[config.mk]
export PLATFORM = sky130hd
export DESIGN_NAME = debouncer_bank_flat
export DESIGN_NICKNAME = d
export VERILOG_FILES = /design/src/rtl/debounce_pkg.sv /design/src/rtl/debouncer_bank_if.sv /design/src/rtl/debounce_channel.sv /design/src/rtl/debouncer_bank.sv /design/src/flat_wrapper.sv
export SDC_FILE = /design/constraint.sdc
export NUM_CORES = 1
export LEC_CHECK = 0
export CORE_UTILIZATION = 39
export CTS_BUF_LIST = sky130_fd_sc_hd__clkbuf_8
export DETAILED_ROUTE_END_ITERATION = 8
export PLACE_DENSITY_LB_ADDON = 0.2
export SLEW_MARGIN = 10
export SYNTH_ARGS = -nofsm -noshare
export SYNTH_HDL_FRONTEND = slang
export SYNTH_SLANG_ARGS = --single-unit
export TNS_END_PERCENT = 1
[constraint.sdc]
create_clock -name clk -period 1.7 [get_ports clk]
set_clock_uncertainty 0.2 [all_clocks]
set_input_delay 0.34 -clock clk [delete_from_list [all_inputs] [get_ports clk]]
set_output_delay 0.34 -clock clk [all_outputs]
set_load 0.01 [all_outputs]
[src/rtl/debounce_pkg.sv]
// Shared constants and helpers for the button/switch debounce front-ends.
package debounce_pkg;

  localparam int unsigned DEF_SYNC_STAGES   = 2;
  localparam int unsigned DEF_STABLE_CYCLES = 4;

  function automatic int unsigned cnt_width(input int unsigned stable);
    return $clog2(stable + 1);
  endfunction

endpackage

[src/rtl/debouncer_bank_if.sv]
// Pin-side bundle of the debouncer bank: raw inputs and sample tick in, clean levels and pulses out.
interface debouncer_bank_if #(
  parameter int unsigned CHANNELS = 4
);
  logic                tick;
  logic [CHANNELS-1:0] in;
  logic [CHANNELS-1:0] out;
  logic [CHANNELS-1:0] rise;
  logic [CHANNELS-1:0] fall;
  logic                any_edge;

  modport master (
    output tick, in,
    input  out, rise, fall, any_edge
  );

  modport slave (
    input  tick, in,
    output out, rise, fall, any_edge
  );
endinterface

[src/rtl/debounce_channel.sv]
// One debounce channel: input synchroniser, stability counter, output level and edge pulses.
module debounce_channel
  import debounce_pkg::*;
#(
  parameter int unsigned SYNC_STAGES   = DEF_SYNC_STAGES,
  parameter int unsigned STABLE_CYCLES = DEF_STABLE_CYCLES,
  parameter int unsigned CNT_W         = cnt_width(STABLE_CYCLES)
) (
  input  logic clk,
  input  logic rst,
  input  logic tick,
  input  logic in_async,
  output logic out,
  output logic rise,
  output logic fall,
  output logic edge_d
);

  localparam logic [CNT_W-1:0] CNT_LAST = CNT_W'(STABLE_CYCLES - 1);

  logic [SYNC_STAGES-1:0] sync_q, sync_d;
  logic [CNT_W-1:0]       cnt_q, cnt_d;
  logic                   out_q, out_d;
  logic                   rise_q, rise_d;
  logic                   fall_q, fall_d;
  logic                   s;

  assign s = sync_q[SYNC_STAGES-1];

  always_comb begin
    sync_d = {sync_q[SYNC_STAGES-2:0], in_async};
    cnt_d  = cnt_q;
    out_d  = out_q;
    rise_d = 1'b0;
    fall_d = 1'b0;
    if (s == out_q) begin
      cnt_d = '0;
    end else if (tick) begin
      if (cnt_q == CNT_LAST) begin
        out_d  = ~out_q;
        cnt_d  = '0;
        rise_d = ~out_q;
        fall_d = out_q;
      end else begin
        cnt_d = cnt_q + 1'b1;
      end
    end
  end

  always_ff @(posedge clk) begin
    if (rst) begin
      sync_q <= '0;
      cnt_q  <= '0;
      out_q  <= 1'b0;
      rise_q <= 1'b0;
      fall_q <= 1'b0;
    end else begin
      sync_q <= sync_d;
      cnt_q  <= cnt_d;
      out_q  <= out_d;
      rise_q <= rise_d;
      fall_q <= fall_d;
    end
  end

  assign out  = out_q;
  assign rise = rise_q;
  assign fall = fall_q;
  // Next-state pulse lets the bank register any_edge on the same edge as rise/fall.
  assign edge_d = rise_d | fall_d;

endmodule

[src/rtl/debouncer_bank.sv]
// Bank of independent debounce channels with a shared registered any-edge pulse.
module debouncer_bank
  import debounce_pkg::*;
#(
  parameter int unsigned CHANNELS      = 4,
  parameter int unsigned SYNC_STAGES   = DEF_SYNC_STAGES,
  parameter int unsigned STABLE_CYCLES = DEF_STABLE_CYCLES
) (
  input logic             clk,
  input logic             rst,
  debouncer_bank_if.slave bus
);

  localparam int unsigned CNT_W = cnt_width(STABLE_CYCLES);

  logic [CHANNELS-1:0] out_w, rise_w, fall_w, edge_w;
  logic                any_edge_q, any_edge_d;

  for (genvar g = 0; g < CHANNELS; g++) begin : g_ch
    debounce_channel #(
      .SYNC_STAGES  (SYNC_STAGES),
      .STABLE_CYCLES(STABLE_CYCLES),
      .CNT_W        (CNT_W)
    ) u_ch (
      .clk     (clk),
      .rst     (rst),
      .tick    (bus.tick),
      .in_async(bus.in[g]),
      .out     (out_w[g]),
      .rise    (rise_w[g]),
      .fall    (fall_w[g]),
      .edge_d  (edge_w[g])
    );
  end

  always_comb begin
    any_edge_d = |edge_w;
  end

  always_ff @(posedge clk) begin
    if (rst) any_edge_q <= 1'b0;
    else     any_edge_q <= any_edge_d;
  end

  assign bus.out      = out_w;
  assign bus.rise     = rise_w;
  assign bus.fall     = fall_w;
  assign bus.any_edge = any_edge_q;

endmodule

[src/flat_wrapper.sv]
// flat-port wrapper written by rule: the top's interface ports become plain ports
module debouncer_bank_flat import debounce_pkg::*;
#(
  parameter int unsigned CHANNELS      = 4,
  parameter int unsigned SYNC_STAGES   = DEF_SYNC_STAGES,
  parameter int unsigned STABLE_CYCLES = DEF_STABLE_CYCLES
)
  (clk, rst, bus_tick, bus_in, bus_out, bus_rise, bus_fall, bus_any_edge);
  debouncer_bank_if #(.CHANNELS(CHANNELS)) bus_i ();
  input logic clk;
  input logic rst;
  input wire logic [$bits(bus_i.tick)-1:0] bus_tick;
  input wire logic [$bits(bus_i.in)-1:0] bus_in;
  output wire logic [$bits(bus_i.out)-1:0] bus_out;
  output wire logic [$bits(bus_i.rise)-1:0] bus_rise;
  output wire logic [$bits(bus_i.fall)-1:0] bus_fall;
  output wire logic [$bits(bus_i.any_edge)-1:0] bus_any_edge;
  assign bus_i.tick = bus_tick;
  assign bus_i.in = bus_in;
  assign bus_out = bus_i.out;
  assign bus_rise = bus_i.rise;
  assign bus_fall = bus_i.fall;
  assign bus_any_edge = bus_i.any_edge;
  debouncer_bank #(.CHANNELS(CHANNELS), .SYNC_STAGES(SYNC_STAGES), .STABLE_CYCLES(STABLE_CYCLES)) u_core (.clk(clk), .rst(rst), .bus(bus_i));
endmodule
* Word level (Yosys, flattened, before mapping) *
Cells that the tools add are included.

word-level totals
  register bits = 33
  input port bits = 7
  output and inout port bits = 13
  logic and storage cells = 82

operators by class
  add/subtract/negate cells = 4
  equality and inequality tests = 8
  multiplexer cells = 28
  bitwise operators = 12
  reductions and logical operators = 9

operators by type and width
  operator             count
  $mux 1               24
  $add 3x1->3 const B  4
  $eq 3x2->1 const B   4
  $mux 3               4
  $reduce_and 3->1     4
  $not 1->1            8
  $reduce_or 2->1      4
  $eq 1x1->1           4
  $or 1x1->1           4
  $reduce_or 4->1      1

* Logic depth before layout (Yosys ltp) *
Gate-level depths: netlist of the first run.

  depth after elaboration = 6
  gate-level depth with buffers = 5
  mapped depth without buffers = 4

* By module *
A second synthesis of the first run with hierarchy kept.

unflattened totals
  cells, all modules = 111
  area, all modules = 1236.2 um2

by module, submodules not included
  module            times used  cells each  area an instance (um2)  sequential area each (um2)
  debounce_channel  4           27          301.5                   160.2
  debouncer_bank    1           3           30.0                    20.0

* Worst setup path before layout of the first run *
OpenSTA, ideal clock, no wires.

  path type = flip-flop to flip-flop
  start point = reg u_core.g_ch[1].u_ch.cnt_q[0]
  end point = reg u_core.g_ch[1].u_ch.out_q
  setup time = 0.116 ns
  arrival time = 1.074 ns
  required time = 1.384 ns
  setup slack = 0.310 ns
  cell stages (with the launch flop) = 5
  path buffers = 0
  clock period less this slack = 1.390 ns
  cells stage by stage = dfxtp_1 ha_1 nand2_1 or3_1 a31o_1

between the ends
  longest elaborated chain between the ends = 2

ends and longest elaborated chain
  item                               line                    source
  start, declared                    debounce_channel.sv:22  logic [CNT_W-1:0] cnt_q, cnt_d;
  start signal, assigned             debounce_channel.sv:59  cnt_q <= cnt_d;
  $eq 3x2->1                         debounce_channel.sv:39  if (cnt_q == CNT_LAST) begin
  $reduce_and 3->1 (no source line)  -
  end signal, assigned               debounce_channel.sv:60  out_q <= out_d;
  end, declared                      debounce_channel.sv:23  logic out_q, out_d;

Every way passes these cells.
A chain may end at the register's enable or synchronous reset.

* Worst setup path after layout of the first run *
  start point = reg u_core.g_ch[3].u_ch.fall_q
  end point = out bus_fall[3]

RTL lines
  item                    line                    source
  start, declared         debounce_channel.sv:25  logic fall_q, fall_d;
  start signal, assigned  debounce_channel.sv:62  fall_q <= fall_d;
  end, declared           flat_wrapper.sv:16      output wire logic [$bits(bus_i.fall)-1:0] bus_fall;

No word-level cell between the ends.

==> results.py, run 1 <==
metrics = {
    "route": {
        "dr_total_vias": 903,
        "drt-initial-drc-count": 63,
        "antenna_left": 0,
        "routed_wl_mm": 2.06,
        "wl_per_cell_um": 10.5,
        "routed_via_density": 4.58,
        "drc_errors": 0,
        "first_pass_iters": 4,
    },
    "floorplan": {
        "io_pins": 20,
        "rows": 20,
        "die_x_um": 60.2,
        "core_area_um2": 3130,
        "initial_core_util_pct": 42.2,
        "fp.dieH_um": 60.2,
        "dieArea_um2": 3620,
    },
    "setup_path": {
        "startpoint_type": "flip-flop",
        "crit_buf_inv": 1,
        "r2r_end": "u_core.g_ch[1].u_ch.out",
        "worstSetupPathType": "reg2out",
        "reg2reg_from": "u_core.g_ch[1].u_ch.cnt_q[0]",
        "critPathSlowestCell": "clkdlybuf4s50_1",
        "slowest_delay_ns": 0.52,
        "path_delay_family": "buffers and inverters",
        "path_max_fanout": 1,
        "r2r_slack_ns": 0.22,
        "reg2reg_depth": 4,
        "cp-end-kind": "output port",
        "cp.arrival_ns": 1.11,
        "worst-endpoint-required_ns": 1.16,
        "crit_chain": "clkdlybuf4s50_1",
    },
    "yosys": {
        "synth_fp_nets": 142,
        "synth_async_sr_flop_share_pct": 0,
        "ys_seq_area_share_pct": 50.0,
        "ys_top_cells_by_count": "dfxtp_1, nor2b_1, buf_4",
        "synth_ff_type": "dfxtp_1",
        "synth_area_um2": 1320,
        "yosys.area.top_type_share_pct": 50.0,
        "syn-instance-count": 131,
        "synth_warnings": 0,
        "synth.most_common_cell": "dfxtp_1",
        "synth_cell_types": 29,
        "synthTopCellsByArea": "dfxtp_1, buf_4, nor2b_1",
        "synth_area_leader_cell": "dfxtp_1",
        "synth_edf_count": 0,
        "synth_seq_cells": 33,
        "synth_area_per_cell_um2": 10.1,
    },
    "pwr": {
        "power.total_uw": 1380,
        "power_density_nw_per_um2": 851,
        "peakVddDrop_uv": 421,
        "power_leakage_uw": 0.000699,
    },
    "global_route": {
        "grt_pass1_vias": 900,
        "antenna_found_initial": 0,
        "grt.total_usage_pct": 13.9,
        "grt.overflow.total": 0,
        "grt_max_degree": 10,
        "grt_pass1_wl_mm": 3.68,
    },
    "clock_tree": {
        "clock_sinks": 33,
        "root_buffer": "clkbuf_8",
        "clock_tree.htree_level_count": 2,
        "path_clk_slew_ns": 0.06,
        "cts_inserted_buffers": 5,
        "clk_path_buf_depth": 2,
        "post_cts_buffers": 0,
        "clkLatencyLatePin_ns": 0.27,
        "cts_tree": "done",
    },
    "sta": {
        "grt_setup_unrepaired": "false",
        "fmax_mhz": 606,
        "max_slew_margin_pct": 77.5,
        "period_minus_slack_ns": 1.65,
        "drv_slew": 0,
        "worst_slew_pin_slew_ns": 0.334,
        "setup_viol": 0,
        "period_share_pct": 97.0,
        "finalHoldViolations": 0,
    },
    "placement": {
        "dp_hpwl_mm": 1.60,
        "place_inst": 189,
        "port-buffer-count": 19,
        "gp_congestion": 0.768,
    },
    "hold_path": {
        "worstHoldStart": "u_core.g_ch[3].u_ch.sync_q[0]",
        "hold_class": "reg2reg",
        "worstHoldPathCells": 1,
        "hold_end": "u_core.g_ch[3].u_ch.sync_q[1]",
    },
    "finish": {
        "multiInputGateArea_um2": 542,
        "final_nets": 163,
        "areaGrowthSynthToFinish_pct": 22.5,
        "drive_gt1_share_pct": 10.5,
        "regArea_um2": 661,
        "nFillCells": 293,
        "final_util_pct": 51.8,
        "final_cells": 197,
        "diodes": 0,
    },
    "run_status": {
        "status": "finished, final reports clean",
    },
    "flow_run": {
        "drv_cap": 0,
    },
}
[metrics by stage]
| stage | hold WS [ns] | TNS [ns] | instance area (um^2) | setup WS, ns |
|---|---|---|---|---|
| finish | 0.236 | 0 | 1620 | 0.0507 |
| CTS | 0.239 | 0 | 1620 | 0.0285 |
| floorplan | 0.212 | 0 | 1320 | 0.310 |
| global placement | 0.220 | -0.945 | 1540 | -0.160 |
| global route | 0.256 | 0 | 1620 | 0.0139 |
| detailed placement | 0.225 | -1.22 | 1540 | -0.161 |
[report_power, final]
part	leakage [uW]	switching (uW)	internal [uW]
Combinational	0.000380	27.7	38.8
Sequential	0.000268	6.02	784
Clock	0.0000519	249	272
[cells in the final DEF (no fill, tap or decap), types with 2 or more instances in the layout]
master,n
inv_1,6
nor2_1,8
dlygate4sd2_1,4
and3_1,2
mux2i_1,6
xor2_1,3
nand2b_1,6
dfxtp_1,33
buf_4,11
nor4b_1,6
o21a_1,2
nor2b_1,14
and2_1,2
clkbuf_8,5
nor4_1,2
clkdlybuf4s50_1,14
nand2_1,7
nand3b_1,4
ha_1,4
nor3b_1,2
a21oi_1,2
[state kept, by name (all words and copies together) (netlist names)]
| signal | flops |
|---|---|
| u_core.g_ch.u_ch.rise | 4 |
| u_core.bus.any_edge | 1 |
| u_core.g_ch.u_ch.out | 4 |
| u_core.g_ch.u_ch.sync_q | 8 |
| u_core.g_ch.u_ch.cnt_q | 12 |
| u_core.g_ch.u_ch.fall | 4 |
[cells by family (layout without fill, tap and decap cells)]
family	after synthesis	in the layout	synth area share, %
adders and majority gates	4	4	3.79
and+or+nand+nor	57	57	25.8
buffers and inverters	19	41	9.00
DFF	33	33	50.0
AOI/OAI and AO/OA	8	8	4.26
muxes	6	6	4.55
xor gates and xnor gates	4	4	2.65
[metal layers]
metal  share of wire (%)  global-route usage (%)  up-vias  routed length, um
li1                    -                       -      468                  -
met1                  48                    16.6      419                989
met2                  47                    22.6       13                961
met3                 4.1                    4.76        3                 84
met4                 1.1                    5.98        0                 23
met5                   0                       0        -                  0
[cell type report]
cell class              count  area share, %
flip-flops and latches     33           40.8
multi-input cells          79           33.5
repair buffers             30           16.7
clock buffers               5           4.25
well taps                  44           3.40
clock inverters             3          0.696
inverters                   3          0.696
[repair_timing]
action | in CTS | in global routing
hold buffers | 0 | 0
endpoints found under the setup margin | 4 | 1
resized for setup | 4 | 1
pin swaps | 0 | 0
[worst max-delay path by stage]
stage | cells after the start | to | startpoint | slack [ns]
floorplan | 4 | u_core.g_ch[1].u_ch.out | u_core.g_ch[1].u_ch.cnt_q[0] | 0.31
global placement | 4 | u_core.g_ch[1].u_ch.out | bus_tick | -0.16
detailed placement | 4 | u_core.g_ch[1].u_ch.out | bus_tick | -0.16
CTS | 1 | bus_any_edge | u_core.bus.any_edge | 0.03
global route | 1 | bus_rise[2] | u_core.g_ch[2].u_ch.rise | 0.01
finish | 1 | bus_fall[3] | u_core.g_ch[3].u_ch.fall | 0.05
No activity file was read; power rests on OpenSTA's default activity.
==> run 2, diff against run 1 <==
--- a/config.mk
+++ b/config.mk
@@ -5,8 +5,9 @@
 export SDC_FILE = /design/constraint.sdc
 export NUM_CORES = 1
 export LEC_CHECK = 0
+export ABC_AREA = 1
 export CORE_UTILIZATION = 39
-export CTS_BUF_LIST = sky130_fd_sc_hd__clkbuf_8
+export CTS_BUF_LIST = sky130_fd_sc_hd__clkbuf_2
 export DETAILED_ROUTE_END_ITERATION = 8
 export PLACE_DENSITY_LB_ADDON = 0.2
 export SLEW_MARGIN = 10
==> run 2 against run 1 <==
Effect of this change:
- utilization fell by 1.1 points
- non-clock buffer count fell by 2
- wire length rose by 7.7%
- count of clock-buffer cells in the layout did not move
- power fell by 2.0%
- largest cell class unchanged
- worst setup slack improved by 0.12 ns
- synthesized cell count rose by 31%
- hold slack got worse by 0.024 ns
- global-route usage rose by 1.4 points
- final cell count rose by 20%
- sequential cell count did not move
==> results.py, run 2 <==
metrics = {
    "run_status": {
        "status": "finished, final reports clean",
    },
    "route": {
        "dr_total_vias": 1027,
        "wl_per_cell_um": 9.40,
        "routed_wl_mm": 2.22,
        "routed_via_density": 4.35,
        "first_pass_iters": 4,
        "drt-initial-drc-count": 11,
        "antenna_left": 0,
        "drc_errors": 0,
    },
    "sta": {
        "finalHoldViolations": 0,
        "setup_viol": 0,
        "worst_slew_pin_slew_ns": 0.245,
        "drv_slew": 0,
        "fmax_mhz": 653,
        "period_share_pct": 90.0,
        "layout_setup_ws_ns": 0.169,
        "period_minus_slack_ns": 1.53,
        "max_slew_margin_pct": 83.5,
        "grt_setup_unrepaired": "false",
    },
    "setup_path": {
        "worstSetupPathType": "reg2out",
        "cp-end-kind": "output port",
        "crit_start": "u_core.g_ch[2].u_ch.out",
        "crit_buf_inv": 1,
        "reg2reg_depth": 7,
        "r2r_end": "u_core.bus.any_edge",
        "cp.arrival_ns": 0.99,
        "r2r_slack_ns": 0.38,
        "reg2reg_from": "u_core.g_ch[1].u_ch.cnt_q[0]",
        "slowest_delay_ns": 0.35,
        "cp-endpoint": "bus_out[2]",
        "crit_chain": "dlygate4sd2_1",
        "startpoint_type": "flip-flop",
        "path_max_fanout": 2,
        "path_delay_family": "flip-flops",
        "worst-path-stages": 1,
        "worst-endpoint-required_ns": 1.16,
        "critPathSlowestCell": "dfxtp_2",
    },
    "placement": {
        "gp_congestion": 0.827,
        "placedInstanceArea_um2": 1520,
        "port-buffer-count": 19,
        "dp_slack_ns": -0.0535,
        "dp_hpwl_mm": 1.65,
    },
    "finish": {
        "top_regs": "u_core.g_ch.u_ch.cnt_q x12, u_core.g_ch.u_ch.sync_q x8",
        "areaGrowthSynthToFinish_pct": 19.7,
        "final_nets": 203,
        "mostFrequentLayoutCells": "nand2_1, dfxtp_1, nor2_1",
        "diodes": 0,
        "drive_gt1_share_pct": 14.6,
        "final_common_cell": "nand2_1",
        "largest-register": "u_core.g_ch.u_ch.cnt_q",
        "design_area_um2": 1600,
        "largest_reg_flops": 12,
        "final_util_pct": 50.7,
    },
    "yosys": {
        "synth_async_sr_flop_share_pct": 0,
        "synth-simple-area-share_pct": 26.0,
        "synth_seq_cells": 33,
        "synth_edf_count": 0,
        "synth_area_leader_cell": "dfxtp_1",
        "synthTopCellsByArea": "dfxtp_1, nand2_1, nor2_1",
        "synth_area_um2": 1340,
        "synth.most_common_cell": "nand2_1",
        "synth_warnings": 0,
        "synth_area_per_cell_um2": 7.76,
        "ys_seq_area_share_pct": 49.5,
        "synth_fp_nets": 183,
        "synthMuxAreaShare_pct": 0,
        "synth-xor-area-share_pct": 0,
        "synth_top_family_by_area": "simple AND/OR/NAND/NOR gates",
        "yosys.area.top_type_share_pct": 49.5,
        "ys_top_cells_by_count": "nand2_1, dfxtp_1, nor2_1",
        "synth_fa_ha_area_share_pct": 3.75,
        "synth_ff_type": "dfxtp_1",
        "syn-instance-count": 172,
        "synth_cell_types": 20,
        "synth_compound_area_share_pct": 6.09,
    },
    "global_route": {
        "grt.total_usage_pct": 15.3,
        "grt_pass1_vias": 1028,
        "grt_max_degree": 16,
        "grt.overflow.total": 0,
        "grt_pass1_wl_mm": 4.06,
        "antenna_found_initial": 0,
    },
    "clock_tree": {
        "clk_path_buf_depth": 2,
        "clock_tree.htree_level_count": 2,
        "clkLatencyLatePin_ns": 0.36,
        "holdBufCountCts": 0,
        "path_clk_slew_ns": 0.17,
        "root_buffer": "clkbuf_2",
        "cts_inserted_buffers": 5,
        "cts_tree": "done",
        "clock_sinks": 33,
    },
    "floorplan": {
        "dieArea_um2": 3660,
        "io_pins": 20,
        "initial_core_util_pct": 42.3,
        "rows": 20,
        "die_x_um": 60.5,
        "core_area_um2": 3150,
        "fp.dieH_um": 60.5,
    },
    "pwr": {
        "power_leakage_uw": 0.000725,
        "power.total_uw": 1350,
        "power_density_nw_per_um2": 845,
        "peakVddDrop_uv": 464,
    },
    "flow_run": {
        "drv_cap": 0,
    },
    "hold_path": {
        "hold_class": "reg2reg",
        "worstHoldStart": "u_core.g_ch[0].u_ch.sync_q[0]",
    },
}
-- run 2: cell count changes after synthesis, moves of 6 or more --
cell	before	now
a21oi_1	2	8
nand2_1	7	47
nor2b_1	14	0
mux2i_1	6	0
nor2_1	8	25
inv_1	3	21
nand2b_1	6	0
nor4b_1	6	0
-- run 2: how the worst min path moves through the flow --
stage                               endpoint  depth (start not counted)  slack, ns
2_1_floorplan  u_core.g_ch[0].u_ch.sync_q[1]                          2       0.19
3_3_place_gp   u_core.g_ch[1].u_ch.sync_q[1]                          2       0.19
3_5_place_dp   u_core.g_ch[0].u_ch.sync_q[1]                          2       0.19
4_1_cts        u_core.g_ch[0].u_ch.sync_q[1]                          2       0.21
5_1_grt        u_core.g_ch[1].u_ch.sync_q[1]                          2       0.23
6_report       u_core.g_ch[0].u_ch.sync_q[1]                          2       0.21
-- run 2: worst min-delay path, stage by stage (launching register included) --
cell	delay, ns
dfxtp_1	0.33
inv_1	0.04
nor2_1	0.03
-- run 2: through the flow --
| stage | TNS [ns] | hold WS [ns] | std cells |
|---|---|---|---|
| 6_report | 0 | 0.212 | 236 |
| 5_1_grt | 0 | 0.226 | 236 |
| 4_1_cts | 0 | 0.212 | 236 |
| 3_5_place_dp | -0.134 | 0.194 | 225 |
| 3_3_place_gp | -0.0291 | 0.190 | 225 |
| 2_1_floorplan | 0 | 0.188 | 172 |
-- run 2: per-layer routing --
metal	GRT usage, %	vias to the layer above	part of all wire (%)
met5	0	-	0
met4	6.82	0	2.0
met3	5.76	5	5.4
met2	27.0	23	48
met1	16.2	446	44
li1	-	553	-
-- run 2: what timing repair did --
| item | CTS | global route |
|---|---|---|
| endpoints found under the setup margin | 13 | 0 |
| setup buffers | 4 | 0 |
| gates resized for setup | 17 | 0 |
-- run 2: cells by family after synthesis --
| kind of cell | count (synthesis) |
|---|---|
| adders and majority gates | 4 |
| AOI/OAI and AO/OA | 14 |
| and+or+nand+nor | 84 |
| buffers and inverters | 37 |
| DFF | 33 |
-- run 2: report_power, final --
| part | switching (uW) | internal, uW |
|---|---|---|
| logic | 35.6 | 33.0 |
| registers | 4.78 | 784 |
| clock network | 253 | 239 |
-- run 2: area by class of cell --
class | count | area (um^2)
Multi-Input combinational cell | 102 | 478
Inverter | 22 | 85.1
Clock buffer | 5 | 25.0
Sequential cell | 33 | 666
Timing Repair Buffer | 28 | 254
Fill cell | 336 | 1560
Clock inverter | 2 | 35.0
Tap cell | 44 | 55.1
==> run 3, diff against run 2 <==
--- a/config.mk
+++ b/config.mk
@@ -8,6 +8,7 @@
 export ABC_AREA = 1
 export CORE_UTILIZATION = 39
 export CTS_BUF_LIST = sky130_fd_sc_hd__clkbuf_2
+export CTS_CLUSTER_DIAMETER = 60
 export DETAILED_ROUTE_END_ITERATION = 8
 export PLACE_DENSITY_LB_ADDON = 0.2
 export SLEW_MARGIN = 10
==> results of run 3 <==
Final layout, timing and power as in run 2 (identical DEF).
